==> src/rtl/wb_sdram_arbiter.sv <==
// Shares one pipelined Wishbone slave between N_MASTERS masters, with an in-order owner FIFO for ack routing.
// Default is round-robin grant; define WB_SDRAM_ARB_FIXED_PRIO_EN for fixed lowest-index-wins priority.
module wb_sdram_arbiter #(
  parameter int N_MASTERS       = 2,
  parameter int ADDR_BITS       = 23,
  parameter int DATA_BYTES      = 2,
  parameter int MAX_OUTSTANDING = 4
) (
  input  logic                                   clk,
  input  logic                                   sresetn,
  input  logic [N_MASTERS*ADDR_BITS-1:0]         s_wb_addr,
  input  logic [N_MASTERS*DATA_BYTES*8-1:0]      s_wb_dat_m2s,
  input  logic [N_MASTERS-1:0]                   s_wb_we,
  input  logic [N_MASTERS-1:0]                   s_wb_stb,
  output logic [N_MASTERS-1:0]                   s_wb_stall,
  output logic [N_MASTERS-1:0]                   s_wb_ack,
  output logic [DATA_BYTES*8-1:0]                s_wb_dat_s2m,
  output logic [ADDR_BITS-1:0]                   m_wb_addr,
  output logic [DATA_BYTES*8-1:0]                m_wb_dat_m2s,
  output logic                                   m_wb_we,
  output logic                                   m_wb_stb,
  input  logic                                   m_wb_stall,
  input  logic                                   m_wb_ack,
  input  logic [DATA_BYTES*8-1:0]                m_wb_dat_s2m,
  output logic [$clog2(MAX_OUTSTANDING+1)-1:0]   outstanding,
  output logic                                   err_ack
);
  localparam int DW = DATA_BYTES * 8;
  localparam int IW = $clog2(N_MASTERS);
  localparam int PW = (MAX_OUTSTANDING > 1) ? $clog2(MAX_OUTSTANDING) : 1;
  localparam int CW = $clog2(MAX_OUTSTANDING + 1);
  localparam logic [N_MASTERS-1:0] ONE_N = {{(N_MASTERS-1){1'b0}}, 1'b1};

  logic [ADDR_BITS-1:0] addr_a [N_MASTERS];
  logic [DW-1:0]        dat_a  [N_MASTERS];

  logic [IW-1:0]        gnt_q;
  logic [IW-1:0]        gnt_idx;
  logic [IW-1:0]        cand;
  logic                 gnt_vld;
  logic [N_MASTERS-1:0] gnt;
  logic                 locked;
`ifndef WB_SDRAM_ARB_FIXED_PRIO_EN
  logic [IW-1:0]        last_q;
`endif

  logic [IW-1:0]        fifo_mem [MAX_OUTSTANDING];
  logic [PW-1:0]        wr_ptr;
  logic [PW-1:0]        rd_ptr;
  logic [CW-1:0]        count;
  logic                 fifo_full;
  logic                 fifo_empty;
  logic                 issue;
  logic                 pop;

  for (genvar i = 0; i < N_MASTERS; i++) begin : g_unpack
    assign addr_a[i] = s_wb_addr[i*ADDR_BITS +: ADDR_BITS];
    assign dat_a[i]  = s_wb_dat_m2s[i*DW +: DW];
  end

  function automatic logic [PW-1:0] ptr_inc(input logic [PW-1:0] p);
    return (p == PW'(MAX_OUTSTANDING - 1)) ? '0 : p + 1'b1;
  endfunction

  // A stalled request keeps its grant so the slave never sees the request change mid-stall.
  always_comb begin
    gnt_vld = 1'b0;
    gnt_idx = '0;
    cand    = '0;
    if (locked && s_wb_stb[gnt_q]) begin
      gnt_vld = 1'b1;
      gnt_idx = gnt_q;
    end else begin
      for (int k = 0; k < N_MASTERS; k++) begin
`ifdef WB_SDRAM_ARB_FIXED_PRIO_EN
        cand = IW'(k);
`else
        cand = IW'((int'(last_q) + 1 + k) % N_MASTERS);
`endif
        if (!gnt_vld && s_wb_stb[cand]) begin
          gnt_vld = 1'b1;
          gnt_idx = cand;
        end
      end
    end
  end

  assign gnt        = gnt_vld ? (ONE_N << gnt_idx) : '0;
  assign fifo_full  = (count == CW'(MAX_OUTSTANDING));
  assign fifo_empty = (count == '0);

  assign m_wb_stb     = gnt_vld & ~fifo_full & sresetn;
  assign m_wb_addr    = gnt_vld ? addr_a[gnt_idx] : '0;
  assign m_wb_dat_m2s = gnt_vld ? dat_a[gnt_idx] : '0;
  assign m_wb_we      = gnt_vld ? s_wb_we[gnt_idx] : 1'b0;
  assign s_wb_stall   = sresetn ? (~gnt | {N_MASTERS{m_wb_stall | fifo_full}}) : '1;

  assign issue        = m_wb_stb & ~m_wb_stall;
  assign pop          = m_wb_ack & ~fifo_empty & sresetn;
  assign s_wb_ack     = pop ? (ONE_N << fifo_mem[rd_ptr]) : '0;
  assign s_wb_dat_s2m = m_wb_dat_s2m;
  assign outstanding  = count;

  always_ff @(posedge clk or negedge sresetn) begin
    if (!sresetn) begin
      locked  <= 1'b0;
      gnt_q   <= '0;
`ifndef WB_SDRAM_ARB_FIXED_PRIO_EN
      last_q  <= IW'(N_MASTERS - 1);
`endif
      wr_ptr  <= '0;
      rd_ptr  <= '0;
      count   <= '0;
      err_ack <= 1'b0;
    end else begin
      locked <= m_wb_stb & m_wb_stall;
      if (m_wb_stb & m_wb_stall) gnt_q <= gnt_idx;
      if (issue) begin
`ifndef WB_SDRAM_ARB_FIXED_PRIO_EN
        last_q <= gnt_idx;
`endif
        wr_ptr <= ptr_inc(wr_ptr);
      end
      if (pop) rd_ptr <= ptr_inc(rd_ptr);
      if (issue && !pop)      count <= count + 1'b1;
      else if (pop && !issue) count <= count - 1'b1;
      if (m_wb_ack && fifo_empty) err_ack <= 1'b1;
    end
  end

  always_ff @(posedge clk) begin
    if (issue) fifo_mem[wr_ptr] <= gnt_idx;
  end

endmodule

==> config.mk <==
export PLATFORM = sky130hd
export DESIGN_NAME = wb_sdram_arbiter
export DESIGN_NICKNAME = d
export VERILOG_FILES = /design/src/rtl/wb_sdram_arbiter.sv
export SDC_FILE = /design/constraint.sdc
export NUM_CORES = 1
export LEC_CHECK = 0
export BUFFER_PORTS_ARGS = -buffer_cell sky130_fd_sc_hd__buf_4
export CORE_MARGIN = 8
export CORE_UTILIZATION = 30
export DETAILED_ROUTE_END_ITERATION = 7
export PLACE_DENSITY = 0.89
export REMOVE_ABC_BUFFERS = 1
export SYNTH_ARGS = -nofsm -noshare
export SYNTH_HDL_FRONTEND = slang
export SYNTH_SLANG_ARGS = --single-unit
==> constraint.sdc <==
create_clock -name clk -period 2.1 [get_ports clk]
set_input_delay 0.42 -clock clk [delete_from_list [all_inputs] [get_ports clk]]
set_output_delay 0.42 -clock clk [all_outputs]
set_load 0.02 [all_outputs]
==> tab_implementation.tex <==
\begin{tabular}{lr}
\hline
Metric & Value \\
\hline
\multicolumn{2}{l}{\textbf{Final layout}} \\
\quad \# diodes & 0 \\
\quad Final layout net count & between 300 and 400 \\
\quad Filler Cell Count & roughly 400 \\
\quad Share of final-layout standard cells stronger than drive strength 1 & 0.676 \\
\quad Commonest non-fill, non-tap cell in the layout & sky130\_fd\_sc\_hd\_\_buf\_4 \\
\quad Layout Cells excl Fill & approximately 320 \\
\quad Post-route cell area & 0.00265 mm\^{}2 \\
\quad Area growth from synthesis to final layout & 88.8\% \\
\quad Commonest cells after routing, fill and taps aside & sky130\_fd\_sc\_hd\_\_buf\_4, sky130\_fd\_sc\_hd\_\_a32o\_1, sky130\_fd\_sc\_hd\_\_buf\_6 \\
\multicolumn{2}{l}{\textbf{Place}} \\
\quad Number of instances in the placed design & between 300 and 400 \\
\quad \# port buffers & 134 \\
\quad Gpl congestion & approximately 0.79 \\
\quad Placement-stage cell area & between 0.002 and 0.0025 mm\^{}2 \\
\quad Setup WS pre-CTS & between 60 and 70 ps \\
\multicolumn{2}{l}{\textbf{Setup path}} \\
\quad Peak per-stage delay on the critical path & $\sim$350 ps \\
\quad Dominant cell type by count on the critical path & sky130\_fd\_sc\_hd\_\_buf\_4 \\
\quad Critical path type & reg -> out \\
\quad Sum of buffers and inverters on the critical path & 4 \\
\quad Highest fanout seen on the critical path & 10 \\
\quad CP required & approximately 1700 ps \\
\quad Slowest stage cell, crit path & sky130\_fd\_sc\_hd\_\_dfrtp\_1 \\
\quad Critical path, cell by cell & buf\_4 -> nor2b\_4 -> o31a\_1 -> buf\_4 -> clkbuf\_16 -> a32o\_1 -> buf\_4 \\
\quad Critical path data arrival time & around 1700 ps \\
\quad Critical Path Sink Type & output pin \\
\quad Worst setup SP type & flop \\
\quad Top cell family by delay on the critical path & buffers and inverters \\
\multicolumn{2}{l}{\textbf{Synth}} \\
\quad Post-synthesis register bit count & 15 \\
\quad Number of synthesized flops with an enable pin & 4 \\
\quad Fraction of registers with async set/reset & 0.733 \\
\quad Synthesized instance count & about 140 \\
\quad Synth unique cells & 33 \\
\quad Cell area after synthesis & between 0.001 and 0.0015 mm\^{}2 \\
\quad Number of warnings issued by yosys & 0 \\
\quad Average cell area after synthesis & 10.3 um\^{}2 \\
\quad Sequential share of the synthesized area & 0.283 \\
\quad Top\_reg\_cell synth & sky130\_fd\_sc\_hd\_\_dfrtp\_1 \\
\multicolumn{2}{l}{\textbf{CTS}} \\
\quad Hold-fix buffer count after cts & 0 \\
\quad TritonCTS buffer count & 3 \\
\quad CTS root buf & sky130\_fd\_sc\_hd\_\_clkbuf\_8 \\
\quad TritonCTS clock tree & built \\
\quad Max Buffers Root-to-Sink & 2 \\
\quad H-tree level count & 1 \\
\quad Post-CTS clock slew at the launch and capture registers of the worst setup and hold paths & $\sim$60 ps \\
\quad Clock Latency Late Sink & roughly 250 ps \\
\quad Number of clock sinks & 15 \\
\multicolumn{2}{l}{\textbf{Timing}} \\
\quad Final worst path period share & 1.03 \\
\quad Final WS setup & -55.1 ps \\
\quad Accumulated negative setup slack & -1440 ps \\
\quad Unrepaired setup endpoints after global routing & true \\
\quad Tightest Pin Transition & 402 ps \\
\quad Relative slew margins & 0.732 \\
\quad Achievable frequency & roughly 460 MHz \\
\quad Slew Viols, Final & 0 \\
\quad Endpoints failing setup & 40 \\
\quad Final critical path time including I/O delays and setup & approximately 2200 ps \\
\quad Hold Fails Final Rpt & 0 \\
\quad Post-route clock skew & $\sim$3.8 ps \\
\multicolumn{2}{l}{\textbf{Drt}} \\
\quad Routed Antenna Nets & 0 \\
\quad Vias per inst & between 5 and 6 \\
\quad Detailed-routing iteration count for the pre-antenna-repair pass & 4 \\
\quad Average routed wire per standard cell & 20.9 um \\
\quad Final routed wirelength across all metal layers & approximately 6.6 mm \\
\quad Initial drt markers & 81 \\
\quad Total via count in the routed design & 1752 \\
\quad Residual DRC & 0 \\
\multicolumn{2}{l}{\textbf{Floorplan}} \\
\quad Height of the die & about 84 um \\
\quad Die area & around 0.0071 mm\^{}2 \\
\quad Core area & roughly 0.0046 mm\^{}2 \\
\quad Initial core utilization & 0.303 \\
\quad Die width & around 84 um \\
\quad Boundary pin count & between 150 and 200 \\
\quad Num rows & 25 \\
\multicolumn{2}{l}{\textbf{Global routing}} \\
\quad Global-route wire length before repair & around 9.4 mm \\
\quad Maximum number of pins on one net before global-route repair & 43 \\
\quad Overflow after GRT & 0 \\
\quad Via count of the first global-routing pass & around 1800 \\
\quad Number of antenna violations at the first check in global routing & 0 \\
\quad GRT Util Overall & 0.159 \\
\multicolumn{2}{l}{\textbf{Power and ir drop}} \\
\quad Static leakage power & around 1.3 nW \\
\quad PD cells & around 850 mW/mm\^{}2 \\
\quad VDD IR-drop max & 0.350 mV \\
\multicolumn{2}{l}{\textbf{Run}} \\
\quad \# Max-Cap Violations & 0 \\
\multicolumn{2}{l}{\textbf{Run status}} \\
\quad Violations in the final reports & negative setup slack \\
\quad Run status & finished, violations left \\
\multicolumn{2}{l}{\textbf{Min path}} \\
\quad Worst hold path class & in -> async \\
\hline
\end{tabular}
## report_power, final
| group | internal [mW] | total [mW] | switching (mW) |
|---|---|---|---|
| clock | 0.131 | 0.234 | 0.103 |
| sequential | 0.415 | 0.534 | 0.119 |
| combinational | 0.774 | 1.48 | 0.703 |
## per-layer routing
layer / wire length, um / GRT usage / share of wire
met5: 0 / 0 / 0
met3: 728 / 0.0741 / 0.11
met2: 3370 / 0.271 / 0.51
met1: 2400 / 0.176 / 0.36
met4: 97 / 0.0372 / 0.015
## timing repair
| item | CTS | global route |
|---|---|---|
| cloned | 0 | 2 |
| setup endpoints to repair | 40 | 41 |
| hold endpoints to repair | 0 | 0 |
| resized for setup | 1 | 37 |
| setup buffers | 0 | 3 |
| pin swaps | 0 | 1 |
## final timing paths
kind	start	to	slack [ps]	depth (start not counted)
max in group asynchronous	sresetn	last_q	1740	2
worst max register to register	outstanding[1]	outstanding[2]	80	7
worst min register to register	err_ack	err_ack	460	1
worst max-delay path	locked	m_wb_dat_m2s[4]	-60	7
min in group clk	m_wb_ack	err_ack	390	2
worst min-delay path	sresetn	rd_ptr[0]	130	2
## Yosys cell counts (all sizes together), types with 2 or more instances
cell,number,share of area
clkbuf,12,0.032
dfrtp,10,0.18
nor3b,2,0.014
and2,4,0.018
buf,17,0.089
nor3,4,0.014
nor2,5,0.013
inv,5,0.013
nor2b,3,0.013
a21o,2,0.011
xor2,2,0.012
mux2,4,0.037
edfxtp,4,0.086
ha,6,0.054
nand2,3,0.0080
a32o,40,0.29
o21ai,2,0.0071
## registers in the layout (all words and copies together), names as in the netlist
signal and cells:
last_q 1, locked 1, wr_ptr 2, outstanding 3, fifo_mem 4, err_ack 1, rd_ptr 2, gnt_q 1
## cell type report
cell class	count	area (um^2)	area share
clock inverter	1	5.00	0.00189
multi-input combinational	87	847	0.320
sequential	15	398	0.150
clock buffer	3	41.3	0.0156
tap	54	67.6	0.0255
inverter	5	18.8	0.00709
timing repair buffer	151	1270	0.480
## logic make-up (layout without fill, tap and decap cells)
| kind of cell | after synthesis | count (layout) | share of synthesized area |
|---|---|---|---|
| DFF | 15 | 15 | 0.283 |
| muxes | 5 | 5 | 0.0535 |
| buffers and inverters | 34 | 160 | 0.135 |
| and+or+nand+nor | 22 | 22 | 0.0981 |
| adders and majority gates | 7 | 7 | 0.0678 |
| AOI/OAI and AO/OA | 50 | 50 | 0.344 |
| xor gates and xnor gates | 3 | 3 | 0.0187 |
## stage by stage
stage / total power, mW / util / hold WS (ps)
after global routing: 2.40 / 0.572 / 127
after floorplan: 1.24 / - / 124
after global placement: 1.85 / 0.524 / 390
after detailed placement: 1.90 / 0.524 / 394
final: 2.25 / 0.572 / 125
after CTS: 2.15 / 0.534 / 122
Note: power is estimated with default switching activity, not from simulation.
